File: src/rtl/video_timing_gen.sv
// ---------------------------------------------------------------------------
// video_timing_gen
//
// Raster timing generator for the HDMI output path. A counter pair (hcnt,
// vcnt) walks the raster: active, front porch, sync, back porch, per line
// and per frame. Every output is decoded from the counters and registered,
// so all outputs line up on the same cycle.
//
// A second counter pair runs LEAD pixels ahead of the main pair. The fetch
// outputs are decoded from it, so the pixel source gets its request LEAD
// enabled cycles before the matching de-high pixel.
//
// Ports
//   clk         : pixel clock
//   rst         : synchronous reset, active high, has priority over ce
//   ce          : pixel clock enable; all state holds while low
//   de          : video data enable (encoder VDE)
//   hsync       : horizontal sync, asserted at HS_POL
//   vsync       : vertical sync, asserted at VS_POL
//   cd          : {vsync, hsync} as driven on the pins (encoder CD)
//   x, y        : position shown on the current output cycle
//   frame_start : one-cycle pulse at position (0,0)
//   line_start  : one-cycle pulse at x == 0
//   fetch       : de value that appears LEAD enabled cycles later
//   fetch_x/y   : position that appears LEAD enabled cycles later
// ---------------------------------------------------------------------------
module video_timing_gen #(
    parameter int H_ACTIVE = 640,
    parameter int H_FP     = 16,
    parameter int H_SYNC   = 96,
    parameter int H_BP     = 48,
    parameter int V_ACTIVE = 480,
    parameter int V_FP     = 10,
    parameter int V_SYNC   = 2,
    parameter int V_BP     = 33,
    parameter int HS_POL   = 0,
    parameter int VS_POL   = 0,
    parameter int LEAD     = 2,
    parameter int CNT_W    = 11
) (
    input  logic             clk,
    input  logic             rst,
    input  logic             ce,
    output logic             de,
    output logic             hsync,
    output logic             vsync,
    output logic [1:0]       cd,
    output logic [CNT_W-1:0] x,
    output logic [CNT_W-1:0] y,
    output logic             frame_start,
    output logic             line_start,
    output logic             fetch,
    output logic [CNT_W-1:0] fetch_x,
    output logic [CNT_W-1:0] fetch_y
);

    localparam int H_TOTAL = H_ACTIVE + H_FP + H_SYNC + H_BP;
    localparam int V_TOTAL = V_ACTIVE + V_FP + V_SYNC + V_BP;

    localparam logic [CNT_W-1:0] H_LAST   = CNT_W'(H_TOTAL - 1);
    localparam logic [CNT_W-1:0] V_LAST   = CNT_W'(V_TOTAL - 1);
    localparam logic [CNT_W-1:0] H_ACT_C  = CNT_W'(H_ACTIVE);
    localparam logic [CNT_W-1:0] V_ACT_C  = CNT_W'(V_ACTIVE);
    localparam logic [CNT_W-1:0] HS_START = CNT_W'(H_ACTIVE + H_FP);
    localparam logic [CNT_W-1:0] HS_END   = CNT_W'(H_ACTIVE + H_FP + H_SYNC);
    localparam logic [CNT_W-1:0] VS_START = CNT_W'(V_ACTIVE + V_FP);
    localparam logic [CNT_W-1:0] VS_END   = CNT_W'(V_ACTIVE + V_FP + V_SYNC);
    localparam logic [CNT_W-1:0] LEAD_C   = CNT_W'(LEAD);
    localparam logic [CNT_W-1:0] ONE      = CNT_W'(1);
    localparam logic             HS_ON    = (HS_POL != 0);
    localparam logic             VS_ON    = (VS_POL != 0);

    // Main raster counters: the position the next enabled cycle will show.
    logic [CNT_W-1:0] r_hcnt;
    logic [CNT_W-1:0] r_vcnt;
    // Fetch counters: always LEAD pixels ahead of the main counters.
    logic [CNT_W-1:0] r_fhcnt;
    logic [CNT_W-1:0] r_fvcnt;

    logic             r_de;
    logic             r_hsync;
    logic             r_vsync;
    logic [CNT_W-1:0] r_x;
    logic [CNT_W-1:0] r_y;
    logic             r_frameStart;
    logic             r_lineStart;
    logic             r_fetch;
    logic [CNT_W-1:0] r_fetchX;
    logic [CNT_W-1:0] r_fetchY;

    logic [CNT_W-1:0] w_hcntNext;
    logic [CNT_W-1:0] w_vcntNext;
    logic [CNT_W-1:0] w_fhcntNext;
    logic [CNT_W-1:0] w_fvcntNext;
    logic             w_de;
    logic             w_hsync;
    logic             w_vsync;
    logic             w_fetch;

    // Raster advance for both counter pairs: x wraps at the end of a line,
    // and only then does y step, wrapping at the end of the frame.
    always_comb begin
        w_hcntNext  = r_hcnt + ONE;
        w_vcntNext  = r_vcnt;
        w_fhcntNext = r_fhcnt + ONE;
        w_fvcntNext = r_fvcnt;
        if (r_hcnt == H_LAST) begin
            w_hcntNext = '0;
            w_vcntNext = (r_vcnt == V_LAST) ? '0 : r_vcnt + ONE;
        end
        if (r_fhcnt == H_LAST) begin
            w_fhcntNext = '0;
            w_fvcntNext = (r_fvcnt == V_LAST) ? '0 : r_fvcnt + ONE;
        end
    end

    // Decode the visible region and sync windows from the counters. The
    // sync polarity is applied here so the registered outputs are the pin
    // levels. hsync runs on blanking lines too.
    always_comb begin
        w_de    = (r_hcnt < H_ACT_C) && (r_vcnt < V_ACT_C);
        w_fetch = (r_fhcnt < H_ACT_C) && (r_fvcnt < V_ACT_C);
        w_hsync = ((r_hcnt >= HS_START) && (r_hcnt < HS_END)) ? HS_ON : ~HS_ON;
        w_vsync = ((r_vcnt >= VS_START) && (r_vcnt < VS_END)) ? VS_ON : ~VS_ON;
    end

    // Registered outputs and counters. Reset parks the main counters at
    // (0,0) with outputs idle, so the first enabled cycle shows pixel (0,0).
    // The fetch pair is preset LEAD ahead, which makes the first fetch
    // request pixel (LEAD,0). With ce low, nothing moves, so no pulse is
    // repeated when ce comes back.
    always_ff @(posedge clk) begin
        if (rst) begin
            r_hcnt       <= '0;
            r_vcnt       <= '0;
            r_fhcnt      <= LEAD_C;
            r_fvcnt      <= '0;
            r_de         <= 1'b0;
            r_hsync      <= ~HS_ON;
            r_vsync      <= ~VS_ON;
            r_x          <= '0;
            r_y          <= '0;
            r_frameStart <= 1'b0;
            r_lineStart  <= 1'b0;
            r_fetch      <= 1'b0;
            r_fetchX     <= LEAD_C;
            r_fetchY     <= '0;
        end else if (ce) begin
            r_hcnt       <= w_hcntNext;
            r_vcnt       <= w_vcntNext;
            r_fhcnt      <= w_fhcntNext;
            r_fvcnt      <= w_fvcntNext;
            r_de         <= w_de;
            r_hsync      <= w_hsync;
            r_vsync      <= w_vsync;
            r_x          <= r_hcnt;
            r_y          <= r_vcnt;
            r_frameStart <= (r_hcnt == '0) && (r_vcnt == '0);
            r_lineStart  <= (r_hcnt == '0);
            r_fetch      <= w_fetch;
            r_fetchX     <= r_fhcnt;
            r_fetchY     <= r_fvcnt;
        end
    end

    assign de          = r_de;
    assign hsync       = r_hsync;
    assign vsync       = r_vsync;
    assign cd          = {r_vsync, r_hsync};
    assign x           = r_x;
    assign y           = r_y;
    assign frame_start = r_frameStart;
    assign line_start  = r_lineStart;
    assign fetch       = r_fetch;
    assign fetch_x     = r_fetchX;
    assign fetch_y     = r_fetchY;

endmodule

File: config.mk
export PLATFORM = sky130hd
export DESIGN_NAME = video_timing_gen
export DESIGN_NICKNAME = d
export VERILOG_FILES = /design/src/rtl/video_timing_gen.sv
export SDC_FILE = /design/constraint.sdc
export NUM_CORES = 1
export LEC_CHECK = 0
export ABC_CLOCK_PERIOD_IN_PS = 1900
export BUFFER_PORTS_ARGS = -buffer_cell sky130_fd_sc_hd__buf_2
export CAP_MARGIN = 10
export CORE_MARGIN = 2
export CORE_UTILIZATION = 45
export DETAILED_ROUTE_END_ITERATION = 16
export PLACE_DENSITY = 0.67
export SYNTH_ARGS = -nofsm -noshare
export SYNTH_HDL_FRONTEND = slang
export SYNTH_SLANG_ARGS = --single-unit
File: constraint.sdc
create_clock -name clk -period 1.9 [get_ports clk]
set_input_delay 0.095 -clock clk [delete_from_list [all_inputs] [get_ports clk]]
set_output_delay 0.095 -clock clk [all_outputs]
set_load 0.03 [all_outputs]
==> summary.txt, run 1 <==
Run status
  • Status: finished, final reports clean

Clock network
  • CTS Buf Count: 9
  • Clock transition at path regs: 0.09 ns
  • Sink Count: 94
  • CTS tree: yes
  • Clk_lat worst skew: 0.36 ns
  • Clk root buf: clkbuf_8
  • Longest Clk Path Bufs: 2
  • H-Tree Depth: 3
  • Cts hold-fix bufs: 0

Power and ir drop
  • Max IR drop VDD: 0.467 mV
  • Cell-internal power: 2.74 mW
  • P_leak: 2.05 nW
  • Clock power share: 38.0%
  • Sw Share: 23.0%
  • Comb pwr share: 5.9%
  • Sequential power share: 56.1%
  • Psw: 0.821 mW
  • PwrDens: 739 mW/mm²

Drt
  • # DRC: 0
  • Via density: 5.43
  • DRT Wirelength: 9010 µm
  • Routed wire per std cell: 14.4 µm
  • DRT Pass-1 Iters: 4
  • Total number of vias: 3388
  • Number of DRC violations after detailed-routing iteration 0: 116
  • Detail Route Antenna Nets: 0

Setup path
  • Worst Path Max Fanout: 6
  • Crit path kind: flip-flop to flip-flop
  • Reg2Reg Depth: 4
  • Req. time, crit path: 2.14 ns
  • Nature of the critical path endpoint: flip-flop
  • Crit path launch type: flip-flop
  • Worst endpoint data arrival time: 2.09 ns

Timing
  • Final Setup Violations: 0
  • Slew margin rel.: 66.7%
  • Final min period: 1.85 ns
  • Fmax: 541 MHz
  • Final Max Slew Viols: 0
  • Worst Clk Skew: 0.0123 ns
  • Hold Violations, Final: 0
  • Slew @ Worst Pin: 0.499 ns
  • Crit share post-route: 97.3%

Die
  • Row Count: 34
  • Initial Util: 46.4%
  • Core footprint: 0.00876 mm²
  • Die area: 0.00982 mm²
  • DIE HEIGHT: 99.1 µm
  • Die Width: 99.1 µm
  • # IOs: 55

Logic synthesis
  • Syn_nets: 451
  • Syn_area_per_cell: 9.22 µm²
  • Largest area contributor in the netlist: dfxtp_1
  • Synthesis-stage register bit count: 94
  • Instance count of the mapped netlist: 441
  • Main synth FF type: dfxtp_1
  • Top cells by count, synth: dfxtp_1, nor2_1, mux2i_1, a21oi_1, nand2_1
  • Register area share after synthesis: 46.3%
  • Count leader, synth: dfxtp_1
  • Synth cell types: 44
  • Ys Warns: 0
  • Synth area leaders: dfxtp_1, mux2i_1, nor2_1, a21oi_1, xor2_1
  • Async SR Flop Fraction: 0%
  • Cell Area, Synth: 0.00407 mm²
  • Share of the synthesized area in the top cell type: 46.3%
  • Number of synthesized flops with an enable pin: 0

Cells and area
  • Finished Layout Cells: 624
  • Final #Nets: 521
  • Layout overhead on the synthesized area: 18.7%
  • Diodes inserted: 0
  • Core Util, Final: 55.1%
  • Share of layout cells above drive strength 1: 21.3%

Global routing
  • Antenna violations before repair: 0
  • GRT Total Usage: 18.6%
  • First-pass GRT wire length: 15000 µm
  • Largest net degree at the start of global routing: 29
  • Vias in the first global route: 3157
  • Remaining global-route overflow: 0

Placed design
  • DP Wirelength: 6210 µm
  • GPL Wtd Cong: 0.828
  • # port buffers: 54
  • DP Cell Count: 605

Run
  • Max-cap violations: 0

Min path
  • Worst Hold Class: input port to flip-flop
  • Hold depth: 3
==> placed cells by master, fill, tap and decap left out, types with 2 or more instances in the layout <==
cell	instances
nand3b_1	2
ha_1	7
nor2_1	67
mux2i_1	42
nor2b_1	4
inv_1	12
and4_1	5
buf_4	31
nor4_1	4
a21oi_1	28
o21bai_4	2
o31ai_1	11
clkbuf_8	11
buf_2	54
xnor2_1	3
or4_1	12
and3_1	6
nand4_1	17
nand2_1	27
nand3_1	14
a211o_1	2
and4b_1	2
nand2b_1	3
clkbuf_1	2
nor3_1	2
o21ai_0	9
or3_1	7
xor2_1	15
dfxtp_1	94
==> power groups by stage <==
stage          clock network, mW  logic, mW  registers (mW)
3_3_place_gp                   0      0.203            2.05
5_1_grt                     1.47      0.228            2.00
6_report                    1.36      0.210            2.00
3_5_place_dp                   0      0.206            2.05
4_1_cts                     1.39      0.208            2.00
2_1_floorplan                  0      0.119            2.07
==> cells by family after synthesis <==
family	Yosys count	share of synthesized area [%]
and+or+nand+nor	183	24.0
DFF	94	46.3
AOI/OAI and AO/OA	57	8.83
muxes	42	10.3
buffers and inverters	40	4.52
xor gates and xnor gates	18	3.88
adders and majority gates	7	2.15
==> final cells by class <==
type | instances | area, µm²
sequential | 94 | 1880
clock buffer | 13 | 159
timing repair buffer | 85 | 503
fill | 808 | 3940
tap | 108 | 135
clock inverter | 3 | 42.5
inverter | 12 | 45.0
multi-input combinational | 309 | 2060
==> state kept, by name (all words and copies together) (netlist names), 11 cells and up <==
name,flops
fetch_x,11
fetch_y,11
r_fhcnt,11
r_fvcnt,11
r_hcnt,11
r_vcnt,11
x,11
y,11
==> layer usage <==
metal / track usage [%] / part of all wire, %
met5: 0 / 0
met4: 6.95 / 1.7
met3: 3.05 / 3.0
met2: 30.8 / 48
met1: 24.5 / 48
==> per-stage QoR <==
step / setup TNS [ns] / power (mW) / area, µm² / setup WS, ns / hold slack [ns]
2_1_floorplan: 0 / 2.19 / 4070 / 0.0584 / 0.431
3_5_place_dp: 0 / 2.25 / 4560 / 0.0139 / 0.452
6_report: 0 / 3.57 / 4830 / 0.0521 / 0.126
5_1_grt: -0.0385 / 3.70 / 4830 / -0.0125 / 0.160
4_1_cts: 0 / 3.60 / 4780 / 0.0267 / 0.122
3_3_place_gp: 0 / 2.25 / 4560 / 0.0542 / 0.449
==> worst paths after layout <==
check / startpoint / endpoint / slack, ns
worst min-delay path: ce / x[4]$_SDFFE_PP0P_ / 0.13
worst max register to register: r_fvcnt[4]$_SDFFE_PP0P_ / r_fvcnt[10]$_SDFFE_PP0P_ / 0.05
worst max-delay path: r_fvcnt[4]$_SDFFE_PP0P_ / r_fvcnt[10]$_SDFFE_PP0P_ / 0.05
worst min register to register: line_start$_SDFFE_PP0P_ / line_start$_SDFFE_PP0P_ / 0.47
==> worst max-delay path, stage by stage, from the launching register on <==
cell and delay (ns):
dfxtp_1 0.37, or4_1 0.54, or4_4 0.47, o21bai_2 0.29
a21oi_1 0.07
==> repair_timing <==
action | 4_1_cts | 5_1_grt
buffers inserted | 0 | 1
setup endpoints to repair | 11 | 25
gates cloned | 0 | 2
resized for setup | 2 | 4
pin swaps | 0 | 2
hold endpoints to repair | 0 | 0
Power figures use the tool's default switching activity.
==> run 2: changes to the inputs <==
--- a/config.mk
+++ b/config.mk
@@ -12,6 +12,7 @@
 export CORE_UTILIZATION = 45
 export DETAILED_ROUTE_END_ITERATION = 16
 export PLACE_DENSITY = 0.67
+export RECOVER_POWER = 50
 export SYNTH_ARGS = -nofsm -noshare
 export SYNTH_HDL_FRONTEND = slang
 export SYNTH_SLANG_ARGS = --single-unit
==> summary.txt, run 2 (synthesis results as in run 1) <==
Run status
  • Status: finished, final reports clean

Timing
  • Fmax: 541 MHz
  • Hold slack final: 0.128 ns
  • Slew @ Worst Pin: 1.20 ns
  • Setup WS post-layout: 0.0500 ns
  • Final min period: 1.85 ns
  • Final Setup Violations: 0
  • Slew margin rel.: 20.3%
  • Worst Clk Skew: 0.0116 ns
  • Final Max Slew Viols: 0
  • Hold Violations, Final: 0
  • Crit share post-route: 97.4%

Cells and area
  • Fillcell total: 817
  • Finished Layout Cells: 624
  • Final Cell Area: 0.00478 mm²
  • Share of layout cells above drive strength 1: 15.5%
  • Multi-input gate area: 0.00206 mm²
  • Layout overhead on the synthesized area: 17.6%
  • Commonest non-fill, non-tap cell in the layout: dfxtp_1
  • Final #Nets: 521
  • Register area: 0.00188 mm²
  • Diodes inserted: 0
  • Most frequent cells in the layout: dfxtp_1, nor2_1, mux2i_1

Power and ir drop
  • Tot Pwr: 3.56 mW
  • Sequential power share: 56.2%
  • Cell-internal power: 2.74 mW
  • Max IR drop VDD: 0.465 mV
  • P_leak: 1.92 nW
  • Clock power share: 38.0%
  • Sw Share: 23.0%
  • Comb pwr share: 5.8%
  • Psw: 0.819 mW
  • PwrDens: 744 mW/mm²

Clock network
  • Clock transition at path regs: 0.09 ns
  • Sink Count: 94
  • CTS tree: yes
  • H-Tree Depth: 3
  • CTS Buf Count: 9
  • Clk root buf: clkbuf_8
  • Clk_lat worst skew: 0.36 ns
  • Cts hold-fix bufs: 0
  • Longest Clk Path Bufs: 2

Setup path
  • WP buf/inv: 0
  • Crit path max-delay cell type: or4_1
  • Reg-to-reg startpoint: r_fvcnt[4]$_SDFFE_PP0P_
  • Worst Path Max Fanout: 6
  • Worst R2R Setup Slack: 0.05 ns
  • Crit path launch type: flip-flop
  • Reg2Reg Depth: 4
  • Slowest stage delay, CP: 0.54 ns
  • Worst endpoint data arrival time: 2.09 ns
  • R2R Path End: r_fvcnt[10]$_SDFFE_PP0P_
  • Crit path kind: flip-flop to flip-flop
  • CP cell instances: or4_1, or4_4, o21bai_2, a21oi_1
  • Largest delay share family, worst path: simple AND/OR/NAND/NOR gates
  • Nature of the critical path endpoint: flip-flop
  • Req. time, crit path: 2.14 ns

Global routing
  • First-pass GRT wire length: 15000 µm
  • GR Layer Usage met3: 3.05%
  • Remaining global-route overflow: 0
  • GRT Total Usage: 18.6%
  • Vias in the first global route: 3157
  • Met1 Use GR: 24.5%
  • Antenna violations before repair: 0
  • GR peak layer: met2
  • Largest net degree at the start of global routing: 29
  • Met2 usage: 30.8%

Drt
  • Detail Route Antenna Nets: 0
  • Via density: 5.43
  • # DRC: 0
  • Routed wire per std cell: 14.5 µm
  • DRT Pass-1 Iters: 4
  • Total number of vias: 3389
  • DRT Wirelength: 9030 µm
  • Number of DRC violations after detailed-routing iteration 0: 111

Placed design
  • GPL Wtd Cong: 0.828
  • DP Cell Count: 605
  • Pre-CTS WS: 0.0139 ns
  • Placement Cell Area: 0.00456 mm²
  • # port buffers: 54
  • DP Wirelength: 6210 µm

Die
  • DIE HEIGHT: 99.1 µm
  • Core footprint: 0.00876 mm²
  • Initial Util: 46.4%
  • Die Width: 99.1 µm
  • # IOs: 55
  • Die area: 0.00982 mm²
  • Row Count: 34

Min path
  • Worst Hold Class: input port to flip-flop
  • Hold Path Sink: x[4]$_SDFFE_PP0P_
  • Hold depth: 3
  • Hold_sp: ce

Run
  • Max-cap violations: 0
-- run 2: changes by cell type in the layout (fill, tap and decap cells not counted) --
cell and delta:
buf_2 -28, clkbuf_2 +1, clkbuf_1 +30, buf_4 -3
-- run 2: repair_timing --
item,in CTS,in global routing
buffers inserted,0,1
gates resized for setup,2,4
endpoints found under the setup margin,11,25
gates cloned,0,2
pin swaps,0,2
hold endpoints to repair,0,0
-- run 2: worst max path at each step --
stage / end / startpoint / cells after the start
2_1_floorplan: r_fvcnt[8]$_SDFFE_PP0P_ / r_fhcnt[0]$_SDFFE_PP0P_ / 6
3_3_place_gp: r_fvcnt[6]$_SDFFE_PP0P_ / r_fhcnt[0]$_SDFFE_PP0P_ / 6
3_5_place_dp: r_fvcnt[6]$_SDFFE_PP0P_ / r_fhcnt[0]$_SDFFE_PP0P_ / 6
4_1_cts: r_vcnt[10]$_SDFFE_PP0P_ / r_hcnt[0]$_SDFFE_PP0P_ / 5
5_1_grt: r_fvcnt[5]$_SDFFE_PP0P_ / r_fvcnt[4]$_SDFFE_PP0P_ / 4
6_report: r_fvcnt[10]$_SDFFE_PP0P_ / r_fvcnt[4]$_SDFFE_PP0P_ / 4
-- run 2: per-stage QoR --
| stage | util (%) | TNS [ns] |
|---|---|---|
| CTS | 54.5 | 0 |
| global placement | 52.0 | 0 |
| global route | 54.6 | -0.0385 |
| floorplan | - | 0 |
| detailed placement | 52.0 | 0 |
| finish | 54.6 | 0 |
-- run 2: tightest hold or removal path, stage by stage --
cell and delay, ns:
buf_2 0.13, nand2_1 0.14, a21oi_1 0.08
-- run 2: routing by layer --
layer | vias to the layer above | part of all wire [%] | wire length (µm)
met5 | - | 0 | 0
met4 | 0 | 2.1 | 187
met3 | 18 | 2.9 | 266
met2 | 73 | 47 | 4280
met1 | 1592 | 48 | 4290
li1 | 1706 | - | -
-- run 2: layout make-up --
type	count	share of cell area [%]
inverter	12	0.942
multi-input combinational	309	43.1
clock inverter	3	0.889
sequential	94	39.3
clock buffer	13	3.32
timing repair buffer	85	9.57
tap	108	2.83
-- run 2: power groups by stage --
| stage | registers (mW) | clock network, mW | logic, mW |
|---|---|---|---|
| after CTS | 2.00 | 1.39 | 0.208 |
| after global routing | 2.00 | 1.47 | 0.224 |
| after global placement | 2.05 | 0 | 0.203 |
| after floorplan | 2.07 | 0 | 0.119 |
| after detailed placement | 2.05 | 0 | 0.206 |
| final | 2.00 | 1.35 | 0.206 |
